### src/rtl/cmp_pkg.sv
// Shared constants and types for the sliced sequential magnitude comparator.
package cmp_pkg;

    localparam int SLICE_W = 2;
    localparam int STATE_W = 1;

    localparam logic [STATE_W-1:0] IDLE = 1'b0;
    localparam logic [STATE_W-1:0] RUN  = 1'b1;

    typedef struct packed {
        logic gt;
        logic eq;
        logic lt;
    } cmp_res_t;

    // A final result is either a decisive slice (g or l) or all slices equal.
    function automatic cmp_res_t res_from_slice(input logic g, input logic l);
        cmp_res_t r;
        r.gt = g;
        r.lt = l;
        r.eq = ~(g | l);
        return r;
    endfunction

endpackage

### src/rtl/comparator.sv
// Combinational unsigned compare of one 2-bit operand slice.
module comparator
    import cmp_pkg::*;
(
    input  logic [SLICE_W-1:0] a_i,
    input  logic [SLICE_W-1:0] b_i,
    output logic               g_o,
    output logic               e_o,
    output logic               l_o
);

    assign g_o = (a_i > b_i);
    assign e_o = (a_i == b_i);
    assign l_o = (a_i < b_i);

endmodule

### src/rtl/cmp_seq_ctrl.sv
// Sequential MSB-first magnitude comparator: walks 2-bit slices through one
// shared slice comparator and stops at the first slice that differs.
module cmp_seq_ctrl
    import cmp_pkg::*;
#(
    parameter  int WIDTH  = 8,
    localparam int NSLICE = WIDTH / SLICE_W,
    localparam int SW     = $clog2(NSLICE) + 1
) (
    input  logic             clk,
    input  logic             rst_n,
    input  logic             start,
    input  logic [WIDTH-1:0] a,
    input  logic [WIDTH-1:0] b,
    output logic             busy,
    output logic             done,
    output logic             gt,
    output logic             eq,
    output logic             lt,
    output logic [SW-1:0]    steps
);

    localparam int IW = (NSLICE > 1) ? $clog2(NSLICE) : 1;

    logic [STATE_W-1:0] state_q, state_d;
    logic [IW-1:0]      idx_q, idx_d;
    logic [WIDTH-1:0]   a_q, a_d;
    logic [WIDTH-1:0]   b_q, b_d;
    logic [SW-1:0]      steps_q, steps_d;
    cmp_res_t           res_q, res_d;
    logic               done_q, done_d;
    logic               busy_q, busy_d;

    logic [SLICE_W-1:0] a_sl;
    logic [SLICE_W-1:0] b_sl;
    logic               sl_g, sl_e, sl_l;

    // Slice multiplexer in front of the single shared comparator.
    always_comb begin
        a_sl = '0;
        b_sl = '0;
        for (int i = 0; i < NSLICE; i++) begin
            if (idx_q == IW'(i)) begin
                a_sl = a_q[i*SLICE_W +: SLICE_W];
                b_sl = b_q[i*SLICE_W +: SLICE_W];
            end
        end
    end

    comparator u_slice_cmp (
        .a_i (a_sl),
        .b_i (b_sl),
        .g_o (sl_g),
        .e_o (sl_e),
        .l_o (sl_l)
    );

    always_comb begin
        state_d = state_q;
        idx_d   = idx_q;
        a_d     = a_q;
        b_d     = b_q;
        steps_d = steps_q;
        res_d   = res_q;
        done_d  = 1'b0;

        case (state_q)
            IDLE: begin
                if (start) begin
                    a_d     = a;
                    b_d     = b;
                    idx_d   = IW'(NSLICE - 1);
                    steps_d = '0;
                    state_d = RUN;
                end
            end
            RUN: begin
                steps_d = steps_q + 1'b1;
                if (sl_g || sl_l) begin
                    res_d   = res_from_slice(sl_g, sl_l);
                    done_d  = 1'b1;
                    state_d = IDLE;
                end else if (sl_e && (idx_q == '0)) begin
                    res_d   = res_from_slice(1'b0, 1'b0);
                    done_d  = 1'b1;
                    state_d = IDLE;
                end else begin
                    idx_d = idx_q - 1'b1;
                end
            end
            default: state_d = IDLE;
        endcase

        // Busy is registered from the next state so it tracks RUN exactly.
        busy_d = (state_d == RUN);
    end

    always_ff @(posedge clk or negedge rst_n) begin
        if (!rst_n) begin
            state_q <= IDLE;
            idx_q   <= '0;
            a_q     <= '0;
            b_q     <= '0;
            steps_q <= '0;
            res_q   <= '0;
            done_q  <= 1'b0;
            busy_q  <= 1'b0;
        end else begin
            state_q <= state_d;
            idx_q   <= idx_d;
            a_q     <= a_d;
            b_q     <= b_d;
            steps_q <= steps_d;
            res_q   <= res_d;
            done_q  <= done_d;
            busy_q  <= busy_d;
        end
    end

    assign busy  = busy_q;
    assign done  = done_q;
    assign gt    = res_q.gt;
    assign eq    = res_q.eq;
    assign lt    = res_q.lt;
    assign steps = steps_q;

endmodule

### config.mk
export PLATFORM = sky130hd
export DESIGN_NAME = cmp_seq_ctrl
export DESIGN_NICKNAME = d
export VERILOG_FILES = /design/src/rtl/cmp_pkg.sv /design/src/rtl/comparator.sv /design/src/rtl/cmp_seq_ctrl.sv
export SDC_FILE = /design/constraint.sdc
export NUM_CORES = 1
export LEC_CHECK = 0
export CORE_UTILIZATION = 47
export CTS_CLUSTER_SIZE = 12
export DETAILED_ROUTE_END_ITERATION = 8
export GPL_ROUTABILITY_DRIVEN = 1
export GPL_TIMING_DRIVEN = 0
export HOLD_SLACK_MARGIN = 0.03
export PLACE_DENSITY = 0.75
export REMOVE_ABC_BUFFERS = 1
export SETUP_SLACK_MARGIN = 0.2
export SLEW_MARGIN = 15
export SYNTH_ARGS = -nofsm -noshare
export SYNTH_HDL_FRONTEND = slang
export SYNTH_SLANG_ARGS = --single-unit
### constraint.sdc
create_clock -name clk -period 3.3 [get_ports clk]
set_input_delay 0.66 -clock clk [delete_from_list [all_inputs] [get_ports clk]]
set_output_delay 0.66 -clock clk [all_outputs]
set_load 0.005 [all_outputs]
==> results of run 1 <==
[registers in the layout, indices dropped and copies added (netlist names)]
name,count
eq,1
steps,3
b_q,8
done,1
a_q,8
lt,1
busy,1
idx_q,2
gt,1
[cells by family (layout without fill, tap and decap cells)]
kind of cell / count (synthesis) / after routing / synth area share [%]
flip-flops: 26 / 26 / 53.61
AO/OA/AOI/OAI: 23 / 23 / 14.12
multiplexers: 15 / 15 / 13.92
AND/OR/NAND/NOR: 13 / 13 / 6.288
buffers and inverters: 10 / 37 / 4.123
adder cells (fa/ha/maj): 7 / 7 / 7.216
XOR/XNOR: 1 / 1 / 0.7218
[cells in the final DEF, fill, tap and decap left out, types with 3 or more instances in the layout]
| cell | count |
|---|---|
| clkdlybuf4s50_1 | 25 |
| clkbuf_4 | 3 |
| dfrtp_1 | 26 |
| a21oi_1 | 5 |
| mux2_2 | 15 |
| ha_1 | 7 |
| inv_1 | 6 |
| nand2_1 | 6 |
| o21ai_0 | 5 |
[metrics by stage]
stage	util, %	cell area (sq um)	instances	setup slack [ns]
after floorplan	-	1186	91	1.108
after global placement	60.45	1484	147	0.4303
after detailed placement	61.01	1498	148	0.9286
after CTS	63.15	1550	152	0.9074
after global routing	62.95	1545	152	0.7696
final	62.95	1545	152	0.9045
[area by class of cell]
type / count / area (sq um)
inverter: 6 / 22.52
clock inverter: 1 / 30.03
multi-input combinational: 59 / 515.5
timing repair buffer: 27 / 266.5
sequential: 26 / 650.6
tap: 30 / 37.54
clock buffer: 3 / 22.52
fill: 206 / 909.6
[how the worst min path moves through the flow]
stage / from / slack [ns] / endpoint
6_report: rst_n / 0.29 / a_q[0]
3_3_place_gp: gt / 0.48 / gt
5_1_grt: rst_n / 0.31 / a_q[7]
2_1_floorplan: rst_n / 0.36 / a_q[0]
3_5_place_dp: gt / 0.49 / gt
4_1_cts: gt / 0.53 / gt
[per-layer routing]
| metal | GRT usage [%] | wire [um] | vias up |
|---|---|---|---|
| li1 | - | - | 396 |
| met1 | 20.56 | 895 | 391 |
| met2 | 34.60 | 1137 | 18 |
| met3 | 5.217 | 109 | 4 |
| met4 | 5.263 | 21 | 0 |
| met5 | 0 | 0 | - |
[worst max-delay path, stage by stage, from the launching register on]
cell and delay [ns]:
dfrtp_1 0.43, inv_1 0.13, ha_1 0.21, nor2b_2 0.24
a221oi_1 0.11, o31ai_1 0.30, ha_1 0.29, and4b_4 0.23
or2_4 0.23, a2bb2oi_2 0.13
[power groups by stage]
stage	clock, mW	sequential [mW]	combinational [mW]
CTS	0.222	0.573	0.672
finish	0.217	0.571	0.662
floorplan	0	0.554	0.451
global placement	0	0.567	0.636
global route	0.235	0.594	0.739
detailed placement	0	0.581	0.669
==> summary.txt, run 1 <==
Run status
  – Status: complete, no violations

GRT
  – Global-route wire length before repair: 3.636 mm
  – Gr ovfl total: 0
  – GRT Total Usage: 18.72%
  – Pin count of the biggest net entering global routing: 27
  – Initial antenna violation count: 0
  – Vias in the first global route: 815

Synthesis
  – FF+latch count, synth: 26
  – Sequential element share of the synthesized area: 53.61%
  – Syn. warnings: 0
  – Post-synthesis cell count: 95
  – Largest area contributor in the netlist: dfrtp_1
  – EDFF count, synth: 0
  – Ys async rst share: 100.0%
  – Synthesized cell area: 1214 sq um
  – Synth area leaders: dfrtp_1 (54%), mux2_2 (14%), ha_1 (7.2%)
  – Distinct cell type count after synthesis: 25
  – Synth top cells by count: dfrtp_1 (26), mux2_2 (15), ha_1 (7)
  – Top-count cell post-synth: dfrtp_1
  – Syn Area/Cell: 12.78 sq um
  – Post-synth top area share: 53.61%
  – Synth Flop Type: dfrtp_1

Floorplan
  – Die width: 52.82 um
  – Top Ports: 27
  – Total Die Area: 2789 sq um
  – Core Rows: 18
  – Starting density of the core: 49.44%
  – Core box area: 2455 sq um
  – Die H: 52.82 um

STA
  – Hold slack final: 0.2938 ns
  – Period minus WS final: 2.395 ns
  – Slew headroom: 63.16%
  – RSZ-0062 raised after global routing: no
  – Hold Violations, Final: 0
  – Max Freq: 417.5 MHz
  – Final setup fails: 0
  – Max Slew Vio Count: 0
  – Final clock skew: 0.007110 ns
  – Setup TNS: 0 ns
  – Worst slew pin tran: 0.5525 ns
  – Tcrit/Tclk final: 72.59%

Setup path
  – FF-to-FF setup slack: 0.90 ns
  – CP required: 3.54 ns
  – Critical Path Source Type: flop
  – CP max FO: 4
  – Crit. End Element: flop
  – Crit Path Category: reg2reg
  – R2R Path Start: idx_q[0]
  – Worst reg2reg path depth: 9
  – WP data arrival: 2.64 ns
  – Critical R2R Capture: idx_q[1]
  – CP Launch Point: idx_q[0]
  – Critical Path End: idx_q[1]

Clocking
  – Insertion delay to the later sink of the worst-skew pair: 0.33 ns
  – CTS tree: done
  – Cts hold-fix bufs: 0
  – Clock tree buffer depth: 2
  – CTS Sinks: 26
  – Clk slew on worst S/H paths: 0.14 ns
  – Post-CTS setup buffer count: 0
  – CTS buffer count: 3
  – Root Buffer Master: clkbuf_4
  – Post-cts gate resize count: 0
  – H-tree Lvls: 1

Routing
  – Final WL: 2.163 mm
  – Drt initial violations: 5
  – WL/cell: 14.23 um
  – DRC Markers: 0
  – Vias per cell: 5.322
  – Vias post-DR: 809
  – TritonRoute pass-1 iters: 3
  – Post-DRT Antenna Nets: 0

Cells and area
  – Layout cells sized above 1: 22.95%
  – Final #Nets: 149
  – # diodes: 0
  – Area Growth Syn to Fin: 27.32%

Placed design
  – Buffers on Ports: 26
  – GPL Wtd Cong: 0.7362
  – DP Wirelength: 1.683 mm

Pwr
  – PD cells: 938.8 nW/um^2
  – Tot Pwr: 1.451 mW
  – Max IR drop VDD: 0.4849 mV
  – Sequential power share: 39.4%
  – Clk pwr share: 15.0%
  – Pint: 962.7 uW
  – Leakage: 0.6814 nW
  – Net Sw Power: 487.9 uW
  – Switching part of the total power: 33.63%
  – Comb pwr share: 45.7%

Worst hold path
  – Worst hold path class: in2async

Flow run
  – MaxCap Viol Count: 0
Note: power is estimated with default switching activity, not from simulation.
==> run 2: changes to the inputs <==
- clock period: 3.3 -> 2.28 ns (I/O delays scaled with it)
==> run 2 against run 1 <==
Against the previous run:
- the run now ends with setup timing left
- cell count grew 8.6%
- setup slack got worse by 0.94 ns
- critical endpoint unchanged
- largest cell class unchanged
- clock power grew 47%
- via count is 10% higher
- global-route usage rose by 2.9 points
- highest routed layer unchanged
- power grew 82%
==> summary.txt, run 2 (synthesis results as in run 1) <==
Setup path
  – CP most frequent cell: buf_6 (was ha_1)
  – Crit path max-delay family: simple AND/OR/NAND/NOR gates (unchanged)
  – Worst path buffer plus inverter count: 2 (was 1)
  – Critical R2R Capture: idx_q[1] (unchanged)
  – Critical Path Source Type: flop (unchanged)
  – CP Launch Point: idx_q[0] (unchanged)
  – Critical Path End: idx_q[1] (unchanged)
  – CP max-delay cell: dfrtp_1 (unchanged)
  – Crit Path Category: reg2reg (unchanged)
  – WP data arrival: 2.56 ns (was 2.64 ns)
  – Crit path depth: 10 (was 9)
  – CP required: 2.53 ns (was 3.54 ns)
  – Crit. End Element: flop (unchanged)
  – FF-to-FF setup slack: -0.04 ns (was 0.90 ns)
  – Worst reg2reg path depth: 10 (was 9)
  – R2R Path Start: idx_q[0] (unchanged)
  – CP Cell Sequence: buf_6 -> ha_4 -> nor2b_4 -> buf_6 -> a221oi_4 -> o31ai_2 -> ha_1 -> and4b_4 -> or2_4 -> a2bb2oi_2 (was inv_1 -> ha_1 -> nor2b_2 -> a221oi_1 -> o31ai_1 -> ha_1 -> and4b_4 -> or2_4 -> a2bb2oi_2)
  – Slowest stage delay, CP: 0.44 ns (was 0.43 ns)
  – CP max FO: 5 (was 4)

Cells and area
  – Post-route cell area: 1770 sq um (was 1545 sq um)
  – # diodes: 0 (unchanged)
  – Multi-input logic area: 623.1 sq um (was 515.5 sq um)
  – Sequential cell area: 650.6 sq um (unchanged)
  – Commonest cells after routing, fill and taps aside: dfrtp_1 (26), clkdlybuf4s50_1 (25), mux2_2 (15) (unchanged)
  – Fillcell total: 168 (was 206)
  – Commonest non-fill, non-tap cell in the layout: dfrtp_1 (unchanged)
  – Layout cells sized above 1: 41.48% (was 22.95%)
  – Final #Nets: 162 (was 149)
  – Area Growth Syn to Fin: 45.88% (was 27.32%)

Routing
  – Post-DRT Antenna Nets: 0 (unchanged)
  – WL/cell: 16.61 um (was 14.23 um)
  – Vias post-DR: 890 (was 809)
  – Vias per cell: 5.394 (was 5.322)
  – Drt initial violations: 15 (was 5)
  – DRC Markers: 0 (unchanged)
  – Final WL: 2.740 mm (was 2.163 mm)
  – TritonRoute pass-1 iters: 4 (was 3)

Worst hold path
  – Worst hold path class: in2async (unchanged)

GRT
  – Vias in the first global route: 892 (was 815)
  – Global-route wire length before repair: 4.174 mm (was 3.636 mm)
  – Pin count of the biggest net entering global routing: 27 (unchanged)
  – GRT Total Usage: 21.62% (was 18.72%)
  – Initial antenna violation count: 0 (unchanged)
  – Gr ovfl total: 0 (unchanged)

STA
  – RSZ-0062 raised after global routing: yes (was no)
  – Setup ws final: -0.03796 ns (was 0.9045 ns)
  – Worst slew pin tran: 0.5696 ns (was 0.5525 ns)
  – Hold Violations, Final: 0 (unchanged)
  – Final setup fails: 3 (was 0)
  – Final clock skew: 0.009662 ns (was 0.007110 ns)
  – Slew headroom: 62.02% (was 63.16%)
  – Tcrit/Tclk final: 101.7% (was 72.59%)
  – Period minus WS final: 2.318 ns (was 2.395 ns)
  – Max Freq: 431.4 MHz (was 417.5 MHz)
  – Max Slew Vio Count: 0 (unchanged)

Clocking
  – Insertion delay to the later sink of the worst-skew pair: 0.34 ns (was 0.33 ns)
  – Clk slew on worst S/H paths: 0.14 ns (about the same)
  – CTS buffer count: 3 (unchanged)
  – CTS Sinks: 26 (unchanged)
  – Clock tree buffer depth: 2 (unchanged)
  – Root Buffer Master: clkbuf_4 (unchanged)
  – H-tree Lvls: 1 (unchanged)
  – CTS tree: done (unchanged)

Floorplan
  – Top Ports: 27 (unchanged)
  – Die width: 52.82 um (unchanged)
  – Total Die Area: 2789 sq um (unchanged)
  – Core box area: 2455 sq um (unchanged)
  – Die H: 52.82 um (unchanged)
  – Core Rows: 18 (unchanged)
  – Starting density of the core: 49.44% (unchanged)

Pwr
  – Max IR drop VDD: 0.9929 mV (was 0.4849 mV)
  – Leakage: 0.7622 nW (was 0.6814 nW)
  – Tot Pwr: 2.642 mW (was 1.451 mW)
  – PD cells: 1492 nW/um^2 (was 938.8 nW/um^2)

Placed design
  – GPL Wtd Cong: 0.7362 (unchanged)
  – Post-DP Area: 1498 sq um (unchanged)
  – Buffers on Ports: 26 (unchanged)
  – DP Wirelength: 1.683 mm (unchanged)

Run status
  – Failing checks: setup timing
  – Status: complete, but fails checks (was complete, no violations)

Flow run
  – MaxCap Viol Count: 0 (unchanged)
run 2: changes by cell type in the layout (fill, tap and decap cells not counted), sizes merged:
cell | before | now
buf | 2 | 15
run 2: per-stage QoR:
| step | cells | setup WS (ns) | setup TNS, ns | hold slack (ns) | util (%) |
|---|---|---|---|---|---|
| 4_1_cts | 158 | 0.08259 | 0 | 0.5266 | 67.48 |
| 3_3_place_gp | 147 | -0.3857 | -6.504 | 0.4765 | 60.45 |
| 6_report | 165 | -0.03796 | -0.05733 | 0.08911 | 72.12 |
| 3_5_place_dp | 148 | -0.09137 | -0.1939 | 0.4901 | 61.01 |
| 5_1_grt | 165 | -0.1272 | -0.3527 | 0.1083 | 72.12 |
| 2_1_floorplan | 91 | 0.08768 | 0 | 0.1604 | - |
run 2: layer usage:
metal  vias to the layer above  global-route usage (%)  share of wire [%]
met1                       450                   23.56                 42
met2                        18                   41.14                 54
met5                         -                       0                  0
met4                         0                   5.263               0.69
li1                        420                       -                  -
met3                         2                   5.217                3.6
run 2: how the worst min path moves through the flow:
stage,to,slack [ns],from,cells past startpoint
2_1_floorplan,a_q[0],0.16,rst_n,0
3_3_place_gp,gt,0.48,gt,1
3_5_place_dp,gt,0.49,gt,1
4_1_cts,gt,0.53,gt,1
5_1_grt,a_q[0],0.11,rst_n,1
6_report,a_q[3],0.09,rst_n,1
run 2: where the power goes:
part	switching [mW]	internal [mW]
sequential	0.168	0.678
combinational	0.634	0.844
clock	0.140	0.178
total	0.942	1.70
run 2: layout make-up:
| type | count | share of cell area [%] |
|---|---|---|
| inverter | 6 | 1.272 |
| sequential | 26 | 36.75 |
| tap | 30 | 2.120 |
| timing repair buffer | 40 | 21.70 |
| clock buffer | 3 | 1.272 |
| clock inverter | 1 | 1.696 |
| multi-input combinational | 59 | 35.19 |
run 2: worst register-to-register path: stages (launching register included):
cell and delay (ns):
dfrtp_1 0.44, buf_6 0.14, ha_4 0.17, nor2b_4 0.18, buf_6 0.13, a221oi_4 0.05
o31ai_2 0.23, ha_1 0.29, and4b_4 0.23, or2_4 0.24, a2bb2oi_2 0.13
run 2: timing repair:
action	CTS	global route
pin swaps	8	10
setup endpoints to repair	6	7
buffers inserted	6	7
gates cloned	0	0
resized for setup	11	14
hold buffers	0	0
endpoints found under the hold margin	0	0
==> run 3: changes to the inputs <==
- MAX_ROUTING_LAYER: unset -> met4
==> run 3 against run 2 <==
Against the previous run:
- clock power is essentially flat
- the flow still finishes with violations (setup timing)
- critical path depth stayed put
- combinational power barely moved
- sequential share of layout area did not move
- critical path type unchanged
- setup slack lost 0.0053 ns
- clock-buffer cell count is the same
- final area did not move
- first-iteration DRC count fell by 20%
- critical endpoint unchanged
==> summary.txt, run 3 (synthesis results as in run 1) <==
Run status
  – Status: complete, but fails checks (unchanged)
  – Failing checks: setup timing (unchanged)

STA
  – Hold slack final: 0.09027 ns (was 0.08911 ns)
  – Setup ws final: -0.04328 ns (was -0.03796 ns)
  – Max Freq: 430.4 MHz (was 431.4 MHz)
  – RSZ-0062 raised after global routing: yes (unchanged)
  – Period minus WS final: 2.323 ns (was 2.318 ns)
  – Final setup fails: 3 (unchanged)
  – Final clock skew: 0.009297 ns (was 0.009662 ns)
  – Hold Violations, Final: 0 (unchanged)
  – Slew headroom: 62.39% (was 62.02%)
  – Tcrit/Tclk final: 101.9% (was 101.7%)
  – Worst slew pin tran: 0.5642 ns (was 0.5696 ns)
  – Setup TNS: -0.07411 ns (was -0.05733 ns)
  – Max Slew Vio Count: 0 (unchanged)

GRT
  – Gr ovfl total: 0 (unchanged)
  – GRT Total Usage: 22.19% (was 21.62%)
  – Grt met3 use: 5.217% (unchanged)
  – Global routing's busiest layer: met2 (unchanged)
  – Initial antenna violation count: 0 (unchanged)
  – Vias in the first global route: 891 (was 892)
  – Met2 Track Usage GR: 41.14% (unchanged)
  – Global-route wire length before repair: 4.167 mm (was 4.174 mm)
  – Grt met1 use: 23.56% (unchanged)
  – Pin count of the biggest net entering global routing: 27 (unchanged)

Pwr
  – Tot Pwr: 2.649 mW (was 2.642 mW)
  – Net Sw Power: 943.7 uW (was 941.6 uW)
  – Switching part of the total power: 35.63% (was 35.64%)
  – Sequential power share: 32.0% (about the same)
  – Leakage: 0.7622 nW (unchanged)
  – PD cells: 1496 nW/um^2 (was 1492 nW/um^2)
  – Comb pwr share: 56.1% (was 55.9%)
  – Pint: 1.705 mW (was 1.700 mW)
  – Clk pwr share: 12.0% (about the same)
  – Max IR drop VDD: 1.001 mV (was 0.9929 mV)

Routing
  – Post-DRT Antenna Nets: 0 (unchanged)
  – DRC Markers: 0 (unchanged)
  – Drt initial violations: 12 (was 15)
  – Final WL: 2.729 mm (was 2.740 mm)
  – Vias per cell: 5.388 (was 5.394)
  – Vias post-DR: 889 (was 890)
  – WL/cell: 16.54 um (was 16.61 um)
  – TritonRoute pass-1 iters: 4 (unchanged)

Setup path
  – Critical Path Source Type: flop (unchanged)
  – WP data arrival: 2.57 ns (was 2.56 ns)
  – Crit Path Category: reg2reg (unchanged)
  – CP Launch Point: idx_q[0] (unchanged)
  – Crit. End Element: flop (unchanged)
  – CP most frequent cell: buf_6 (unchanged)
  – CP Cell Sequence: buf_6 -> ha_4 -> nor2b_4 -> buf_6 -> a221oi_4 -> o31ai_2 -> ha_1 -> and4b_4 -> or2_4 -> a2bb2oi_2 (unchanged)
  – R2R Path Start: idx_q[0] (unchanged)
  – CP max FO: 5 (unchanged)
  – CP max-delay cell: dfrtp_1 (unchanged)
  – CP required: 2.52 ns (was 2.53 ns)
  – Slowest stage delay, CP: 0.44 ns (about the same)

Clocking
  – CTS buffer count: 3 (unchanged)
  – Insertion delay to the later sink of the worst-skew pair: 0.33 ns (was 0.34 ns)
  – Clk slew on worst S/H paths: 0.14 ns (about the same)
  – Cts hold-fix bufs: 0 (unchanged)
  – Clock tree buffer depth: 2 (unchanged)
  – Root Buffer Master: clkbuf_4 (unchanged)
  – CTS Sinks: 26 (unchanged)
  – H-tree Lvls: 1 (unchanged)
  – CTS tree: done (unchanged)

Placed design
  – GPL Wtd Cong: 0.7453 (was 0.7362)
  – Placed cells: 148 (unchanged)
  – DP Wirelength: 1.683 mm (unchanged)
  – Post-Place Setup Slack: -0.09137 ns (unchanged)
  – Buffers on Ports: 26 (unchanged)

Cells and area
  – Commonest cells after routing, fill and taps aside: dfrtp_1 (26), clkdlybuf4s50_1 (25), mux2_2 (15) (unchanged)
  – Layout cells sized above 1: 41.48% (unchanged)
  – Area Growth Syn to Fin: 45.88% (unchanged)
  – Commonest non-fill, non-tap cell in the layout: dfrtp_1 (unchanged)
  – Final cell count without fillers: 165 (unchanged)
  – Final #Nets: 162 (unchanged)
  – # diodes: 0 (unchanged)

Floorplan
  – Die width: 52.82 um (unchanged)
  – Core box area: 2455 sq um (unchanged)
  – Top Ports: 27 (unchanged)
  – Core Rows: 18 (unchanged)
  – Starting density of the core: 49.44% (unchanged)
  – Die H: 52.82 um (unchanged)
  – Total Die Area: 2789 sq um (unchanged)

Worst hold path
  – Worst hold path class: in2async (unchanged)

Flow run
  – MaxCap Viol Count: 0 (unchanged)
-- run 3: cell counts in the layout (fill, tap and decap cells not counted) --
No cell type changed its count.
-- run 3: final timing paths --
| path | slack (ns) | endpoint | cells past startpoint |
|---|---|---|---|
| setup / recovery | -0.04 | idx_q[1] | 10 |
| hold / removal | 0.09 | a_q[3] | 1 |
| setup reg to reg | -0.04 | idx_q[1] | 10 |
| hold reg to reg | 0.53 | b_q[3] | 1 |
| max in group asynchronous | 1.81 | done | 1 |
| min in group clk | 0.53 | b_q[3] | 1 |
-- run 3: timing repair --
item | 4_1_cts | 5_1_grt
buffers inserted | 6 | 7
endpoints found under the setup margin | 6 | 7
gates resized for setup | 11 | 14
pin swaps | 8 | 10
hold endpoints to repair | 0 | 0
-- run 3: area by class of cell --
class / count / area [sq um]
Timing Repair Buffer: 40 / 384.1
Fill cell: 168 / 684.4
Clock inverter: 1 / 30.03
Tap cell: 30 / 37.54
Sequential cell: 26 / 650.6
Clock buffer: 3 / 22.52
Multi-Input combinational cell: 59 / 623.1
Inverter: 6 / 22.52
-- run 3: metal layers --
metal	share of wire (%)	vias up	routed length [um]
li1	-	421	-
met1	41	442	1125
met5	0	-	0
met4	1.4	0	38
met3	3.9	4	107
met2	53	22	1458
-- run 3: power by group through the flow --
stage / Clock [mW] / Combinational, mW / Sequential [mW]
6_report: 0.318 / 1.48 / 0.847
3_5_place_dp: 0 / 0.969 / 0.841
5_1_grt: 0.340 / 1.60 / 0.873
4_1_cts: 0.322 / 1.14 / 0.829
2_1_floorplan: 0 / 0.652 / 0.802
3_3_place_gp: 0 / 0.920 / 0.821
-- run 3: stage by stage --
stage	util, %	area [sq um]
after floorplan	-	1186
after global placement	60.45	1484
after detailed placement	61.01	1498
after CTS	67.48	1657
after global routing	72.12	1770
final	72.12	1770
-- run 3: critical path: cells and delay by family (launching register included) --
family / cells / cell delay [ns]
fa+ha+maj: 2 / 0.46
flops: 1 / 0.44
buf+inv: 2 / 0.26
simple gates: 3 / 0.65
compound gates: 3 / 0.41
